<file path="src/rtl/pc_unit.sv">
// Fetch-stage program counter: holds pc, resolves branch/jump targets and
// keeps a circular return-address stack for jal/ret.
module pc_unit #(
  parameter int unsigned      WIDTH     = 32,
  parameter int unsigned      OP_W      = 6,
  parameter int unsigned      PC_INC    = 4,
  parameter logic [WIDTH-1:0] RESET_PC  = '0,
  parameter int unsigned      RAS_DEPTH = 4
) (
  input  logic             clk,
  input  logic             rst,
  input  logic             en,
  input  logic [OP_W-1:0]  op,
  input  logic [WIDTH-1:0] reg1,
  input  logic [WIDTH-1:0] reg2,
  input  logic [WIDTH-1:0] branch,
  input  logic [WIDTH-1:0] addr,
  output logic [WIDTH-1:0] pc,
  output logic [WIDTH-1:0] npc,
  output logic             taken,
  output logic [WIDTH-1:0] link,
  output logic             ras_empty,
  output logic             ras_full,
  output logic             ras_err
);

  localparam int unsigned PTR_W = $clog2(RAS_DEPTH);
  localparam int unsigned CNT_W = $clog2(RAS_DEPTH + 1);

  localparam logic [OP_W-1:0] OP_BEQ  = OP_W'(32);
  localparam logic [OP_W-1:0] OP_BNE  = OP_W'(33);
  localparam logic [OP_W-1:0] OP_BLTU = OP_W'(34);
  localparam logic [OP_W-1:0] OP_BLEU = OP_W'(35);
  localparam logic [OP_W-1:0] OP_BLT  = OP_W'(36);
  localparam logic [OP_W-1:0] OP_BLE  = OP_W'(37);
  localparam logic [OP_W-1:0] OP_J    = OP_W'(40);
  localparam logic [OP_W-1:0] OP_JAL  = OP_W'(41);
  localparam logic [OP_W-1:0] OP_JR   = OP_W'(42);
  localparam logic [OP_W-1:0] OP_RET  = OP_W'(43);

  logic [WIDTH-1:0] ras_mem [RAS_DEPTH];
  logic [PTR_W-1:0] top;
  logic [CNT_W-1:0] count;

  logic [WIDTH-1:0] seq;
  logic [PTR_W-1:0] top_inc;
  logic             eq;
  logic             lt_u;
  logic             lt_s;
  logic             push_c;
  logic             pop_c;
  logic             under_c;

  assign seq       = pc + WIDTH'(PC_INC);
  assign link      = seq;
  assign top_inc   = top + PTR_W'(1);
  assign eq        = (reg1 == reg2);
  assign lt_u      = (reg1 < reg2);
  assign lt_s      = ($signed(reg1) < $signed(reg2));
  assign ras_empty = (count == '0);
  assign ras_full  = (count == CNT_W'(RAS_DEPTH));

  // Next-pc select; unknown or unused opcodes fall through to seq.
  always_comb begin
    npc     = seq;
    taken   = 1'b0;
    push_c  = 1'b0;
    pop_c   = 1'b0;
    under_c = 1'b0;
    case (op)
      OP_BEQ:  taken = eq;
      OP_BNE:  taken = !eq;
      OP_BLTU: taken = lt_u;
      OP_BLEU: taken = lt_u || eq;
      OP_BLT:  taken = lt_s;
      OP_BLE:  taken = lt_s || eq;
      OP_J: begin
        npc   = addr;
        taken = 1'b1;
      end
      OP_JAL: begin
        npc    = addr;
        taken  = 1'b1;
        push_c = 1'b1;
      end
      OP_JR: begin
        npc   = reg1;
        taken = 1'b1;
      end
      OP_RET: begin
        if (ras_empty) begin
          under_c = 1'b1;
        end else begin
          npc   = ras_mem[top];
          taken = 1'b1;
          pop_c = 1'b1;
        end
      end
      default: ;
    endcase
    if (taken && (op >= OP_BEQ) && (op <= OP_BLE)) npc = branch;
  end

  // pc, stack pointer/count and error pulse.
  always_ff @(posedge clk) begin
    if (rst) begin
      pc      <= RESET_PC;
      top     <= '0;
      count   <= '0;
      ras_err <= 1'b0;
    end else if (en) begin
      pc      <= npc;
      ras_err <= (push_c && ras_full) || under_c;
      if (push_c) begin
        top <= top_inc;
        if (!ras_full) count <= count + CNT_W'(1);
      end else if (pop_c) begin
        top   <= top - PTR_W'(1);
        count <= count - CNT_W'(1);
      end
    end else begin
      ras_err <= 1'b0;
    end
  end

  // Stack storage needs no reset; a full push overwrites the oldest slot.
  always_ff @(posedge clk) begin
    if (!rst && en && push_c) ras_mem[top_inc] <= seq;
  end

endmodule
</file>
<file path="config.mk">
export PLATFORM = sky130hd
export DESIGN_NAME = pc_unit
export DESIGN_NICKNAME = d
export VERILOG_FILES = /design/src/rtl/pc_unit.sv
export SDC_FILE = /design/constraint.sdc
export NUM_CORES = 1
export LEC_CHECK = 0
export BUFFER_PORTS_ARGS = -buffer_cell sky130_fd_sc_hd__buf_2
export CAP_MARGIN = 30
export CORE_MARGIN = 4
export CORE_UTILIZATION = 40
export CTS_CLUSTER_SIZE = 28
export DETAILED_ROUTE_END_ITERATION = 10
export PLACE_DENSITY_LB_ADDON = 0.08
export SLEW_MARGIN = 0
export SYNTH_ARGS = -nofsm -noshare
export SYNTH_HDL_FRONTEND = slang
export SYNTH_SLANG_ARGS = --single-unit
export TNS_END_PERCENT = 10
</file>
<file path="constraint.sdc">
create_clock -name clk -period 3.4 [get_ports clk]
set_clock_uncertainty 0.2 [all_clocks]
set_input_delay 0.17 -clock clk [delete_from_list [all_inputs] [get_ports clk]]
set_output_delay 0.17 -clock clk [all_outputs]
set_load 0.01 [all_outputs]
</file>
==> metrics.log <==
INFO  metric timing.critical_path.from_type = input pin
INFO  metric reg2reg_depth = 9
INFO  metric vias_per_cell = 5.79
INFO  metric drt.antenna.violating_nets = 0
INFO  metric fillers = 1921
INFO  metric min_delay_worst_endpoint = pc[28]
INFO  metric slew_at_the_pin_with_the_worst_max_slew_slack = 0.862 ns
INFO  metric worst-path-max-fanout = 11
INFO  metric worstPathCellList = buf_4 -> ha_4 -> and4_4 -> a221o_1 -> a2111o_1 -> or3_4 -> a41oi_4 -> a21o_4 -> buf_12 -> mux2_2 -> buf_2
INFO  metric post_synth_edffs = 128
INFO  metric avgRoutedWirePerCell = 24.0 um
INFO  metric share_comb_of_total_power = 0.134
INFO  metric global_route_met3_usage = 0.0534
INFO  metric power.density_cell_area = 375 nW/um2
INFO  metric hold_viol_final = 0
INFO  metric grt_start_max_net_pins = 35
INFO  metric fmax = 290 MHz
INFO  metric drc = 0
INFO  metric synthesis.nets = 950
INFO  metric worst_setup_hold_path_clk_slew = 0.06 ns
INFO  metric final_core_utilization = 0.568
INFO  metric total_power = 0.00470 W
INFO  metric floorplan.die.height = 159 um
INFO  metric coreArea = 22100 um2
INFO  metric routabilityCongestion = 0.865
INFO  metric power.ir.vdd_worst = 0.349 mV
INFO  metric globalRouteMet2Util = 0.399
INFO  metric min_period_over_period = 1.01
INFO  metric power.leakage = 5.23 nW
INFO  metric area_growth = 38.1%
INFO  metric rsz_0062_raised_after_global_routing = true
INFO  metric hold_path.startpoint = branch[28]
INFO  metric timing.final.max_slew_violations = 0
INFO  metric rrSetupSlack = 0.55 ns
INFO  metric power.switching_fraction = 0.253
INFO  metric dieArea = 25200 um2
INFO  metric netSwitchingPower = 0.00119 W
INFO  metric sequential_share_of_power = 0.472
INFO  metric timing.max_cap.violations = 0
INFO  metric h-tree-depth = 4
INFO  metric antenna_found_initial = 1
INFO  metric floorplan.initialDensity = 0.412
INFO  metric dieWidth = 159 um
INFO  metric outcome = finished with violations
INFO  metric antenna-diode-count = 0
INFO  metric power.internal = 0.00351 W
INFO  metric route.vias.total = 8170
INFO  metric crit_type = in2out
INFO  metric crit-reg2reg-launch = pc[6]
INFO  metric synth-async-reset-ratio = 0
INFO  metric setup_viol = 12
INFO  metric tritoncts = built
INFO  metric worst_slew_margin_rel = 0.425
INFO  metric synth.yosys.seq_area_share = 0.511
INFO  metric cell_row_count = 54
INFO  metric register_bit_total_from_synthesis = 168
INFO  metric number_of_i_o_port_buffers = 236
INFO  metric holdWs = 0.0304 ns
INFO  metric critical-path-max-stage-delay = 0.44 ns
INFO  metric yosys_warnings = 0
INFO  metric crit_path_end_kind = output port
INFO  metric worstHoldPathCells = 4
INFO  metric instance_count_of_the_mapped_netlist = 775
INFO  metric cp_data_arrival_time = 3.08 ns
INFO  metric cts.sink_count = 168
INFO  metric top_level_ports = 237
INFO  metric post_route_cells_drive_above_1_share = 0.419
INFO  metric finish.cell_count_without_fillers = 1410
INFO  metric setup_ws = -0.0497 ns
INFO  metric clkPwrFrac = 0.394
INFO  metric drt_first_pass_iters = 7
INFO  metric grt.met1_usage = 0.381
INFO  metric post_route_setup_tns = -0.367 ns
INFO  metric clock_buffers_created_by_tritoncts = 17
INFO  metric number_of_nets_in_the_finished_design = 1292
INFO  metric place_hpwl = 24.3 mm
INFO  metric busiest_layer = met2
INFO  metric cts_root_buf = sky130_fd_sc_hd__clkbuf_16
INFO  metric synthesis.area = 9090 um2
INFO  metric failed_checks = setup timing
INFO  metric max_stage_delay_cell_worst_path = sky130_fd_sc_hd__a2111o_1
INFO  metric worst_ep_required_time = 3.03 ns
INFO  metric grt_pass1_wl = 49.8 mm
INFO  metric detail_route.wirelength = 33.8 mm
INFO  metric synth.avg_cell_area = 11.7 um2
INFO  metric yosysUniqueCellTypes = 60
INFO  metric grt_use_total = 0.259
INFO  metric grt_pass1_vias = 7986
INFO  metric drt_iter0_drc = 641
INFO  metric hold_class = in2reg
INFO  metric congestion_overflow_gr = 0
INFO  metric synth_top_flop_cell = sky130_fd_sc_hd__edfxtp_1
INFO  metric layout_min_cycle_time = 3.45 ns
INFO  metric crit-reg2reg-capture = pc[27]
INFO  metric clock_latency = 0.43 ns
INFO  metric cts-root-to-sink-buffers = 2
INFO  metric dp.cells = 1336
[power groups by stage]
| stage | sequential [W] | combinational, W | clock, W |
|---|---|---|---|
| 4_1_cts | 0.00222 | 0.000588 | 0.00188 |
| 3_5_place_dp | 0.00227 | 0.000536 | 0 |
| 2_1_floorplan | 0.00227 | 0.000238 | 0 |
| 5_1_grt | 0.00222 | 0.000675 | 0.00198 |
| 3_3_place_gp | 0.00227 | 0.000535 | 0 |
| 6_report | 0.00222 | 0.000628 | 0.00186 |
[kinds of logic (layout without fill, tap and decap cells)]
group,Yosys count,count (layout),synth area share
AOI/OAI and AO/OA,153,153,0.135
xor gates and xnor gates,34,34,0.0328
adders and majority gates,38,38,0.0531
buffers and inverters,99,454,0.0466
DFF,168,168,0.511
muxes,47,47,0.0976
and+or+nand+nor,236,236,0.124
[Yosys cell counts, types with 3 or more instances]
library cell                instances  area (um2)
sky130_fd_sc_hd__edfxtp_1         128        3840
sky130_fd_sc_hd__nand2_1           64         240
sky130_fd_sc_hd__nor2_1            52         195
sky130_fd_sc_hd__nand3_1           47         235
sky130_fd_sc_hd__inv_1             46         173
sky130_fd_sc_hd__dfxtp_1           40         801
sky130_fd_sc_hd__ha_1              37         463
sky130_fd_sc_hd__clkbuf_1          35         131
sky130_fd_sc_hd__mux4_2            32         721
sky130_fd_sc_hd__a21oi_1           26         130
sky130_fd_sc_hd__and3_1            24         150
sky130_fd_sc_hd__xnor2_1           21         184
sky130_fd_sc_hd__a222oi_1          18         180
sky130_fd_sc_hd__nor3_1            17        85.1
sky130_fd_sc_hd__a311o_1           13         130
sky130_fd_sc_hd__mux2_2            13         146
sky130_fd_sc_hd__o21ai_0           13        65.1
sky130_fd_sc_hd__xor2_1            13         114
sky130_fd_sc_hd__o311ai_0          11        96.3
sky130_fd_sc_hd__nand4_1           10        62.6
sky130_fd_sc_hd__a221o_1            9        90.1
sky130_fd_sc_hd__a22o_1             9        78.8
sky130_fd_sc_hd__a31oi_1            9        56.3
sky130_fd_sc_hd__a221oi_1           7        61.3
sky130_fd_sc_hd__buf_4              7        52.6
sky130_fd_sc_hd__and4_1             6        52.6
sky130_fd_sc_hd__buf_1              4        15.0
sky130_fd_sc_hd__o211ai_1           4        30.0
sky130_fd_sc_hd__o21a_1             4        30.0
sky130_fd_sc_hd__or3_1              4        25.0
sky130_fd_sc_hd__a211o_1            3        26.3
sky130_fd_sc_hd__a21boi_0           3        22.5
sky130_fd_sc_hd__buf_2              3        15.0
sky130_fd_sc_hd__buf_6              3        33.8
sky130_fd_sc_hd__nor2b_1            3        18.8
sky130_fd_sc_hd__o2bb2ai_1          3        26.3
sky130_fd_sc_hd__o31ai_1            3        22.5
[sequential cells by signal (all words and copies together) (netlist names), named ones only]
name and count:
count 3, pc 32, ras_err 1, ras_mem 128
top 2
[how the worst max path moves through the flow]
stage | depth (start not counted) | startpoint | to | slack, ns
floorplan | 13 | reg2[23] | npc[13] | 0.16
global placement | 12 | reg1[23] | pc[20] | -0.24
detailed placement | 12 | reg1[23] | pc[20] | -0.30
CTS | 12 | reg1[21] | npc[27] | -0.0003
global route | 14 | reg2[24] | npc[16] | -0.11
finish | 11 | reg1[24] | npc[29] | -0.05
[through the flow]
stage	setup WS [ns]	area, um2
3_3_place_gp	-0.236	11200
6_report	-0.0497	12600
5_1_grt	-0.114	12600
4_1_cts	-0.000286	12200
2_1_floorplan	0.163	9090
3_5_place_dp	-0.303	11200
[critical path, delay by kind of cell]
| family | cells | cell delay [ns] |
|---|---|---|
| AO/OA/AOI/OAI | 4 | 1.31 |
| AND/OR/NAND/NOR | 2 | 0.60 |
| buffers and inverters | 3 | 0.43 |
| multiplexers | 1 | 0.34 |
| adder cells (fa/ha/maj) | 1 | 0.23 |
[repair_timing]
action | 4_1_cts | 5_1_grt
hold buffers | 28 | 0
gates resized for setup | 21 | 52
pin swaps | 10 | 11
buffers inserted | 5 | 5
endpoints found under the setup margin | 32 | 32
hold endpoints to repair | 27 | 0
gates cloned | 2 | 2
[cell usage in the layout, fill, tap and decap left out, types with 8 or more instances in the layout]
| master | synthesis | routed |
|---|---|---|
| sky130_fd_sc_hd__buf_2 | 3 | 222 |
| sky130_fd_sc_hd__edfxtp_1 | 128 | 128 |
| sky130_fd_sc_hd__buf_4 | 7 | 99 |
| sky130_fd_sc_hd__nand2_1 | 64 | 64 |
| sky130_fd_sc_hd__nand3_1 | 47 | 47 |
| sky130_fd_sc_hd__nor2_1 | 52 | 44 |
| sky130_fd_sc_hd__inv_1 | 46 | 40 |
| sky130_fd_sc_hd__dfxtp_1 | 40 | 38 |
| sky130_fd_sc_hd__mux4_2 | 32 | 32 |
| sky130_fd_sc_hd__ha_1 | 37 | 29 |
| sky130_fd_sc_hd__dlygate4sd3_1 | 0 | 28 |
| sky130_fd_sc_hd__and3_1 | 24 | 23 |
| sky130_fd_sc_hd__a21oi_1 | 26 | 20 |
| sky130_fd_sc_hd__xnor2_1 | 21 | 19 |
| sky130_fd_sc_hd__clkbuf_16 | 0 | 19 |
| sky130_fd_sc_hd__a222oi_1 | 18 | 18 |
| sky130_fd_sc_hd__buf_6 | 3 | 15 |
| sky130_fd_sc_hd__nor3_1 | 17 | 14 |
| sky130_fd_sc_hd__o21ai_0 | 13 | 13 |
| sky130_fd_sc_hd__xor2_1 | 13 | 13 |
| sky130_fd_sc_hd__a311o_1 | 13 | 13 |
| sky130_fd_sc_hd__o311ai_0 | 11 | 11 |
| sky130_fd_sc_hd__nand4_1 | 10 | 10 |
| sky130_fd_sc_hd__a221o_1 | 9 | 9 |
| sky130_fd_sc_hd__a22o_1 | 9 | 9 |
| sky130_fd_sc_hd__a31oi_1 | 9 | 8 |
| sky130_fd_sc_hd__mux2_2 | 13 | 8 |
[metal layers]
metal,part of all wire,wire [um],vias up
li1,-,-,3690
met1,0.45,15100,4028
met2,0.46,15500,407
met3,0.081,2750,43
met4,0.015,522,2
met5,0.00038,13,-
[layout make-up]
cell class / count / area [um2] / share of cell area
repair buffers: 375 / 2560 / 0.204
inverters: 47 / 181 / 0.0144
clock buffers: 18 / 429 / 0.0342
clock inverters: 14 / 121 / 0.00967
multi-input cells: 508 / 4270 / 0.340
well taps: 280 / 350 / 0.0279
flip-flops and latches: 168 / 4650 / 0.370
No activity file was read; power rests on OpenSTA's default activity.
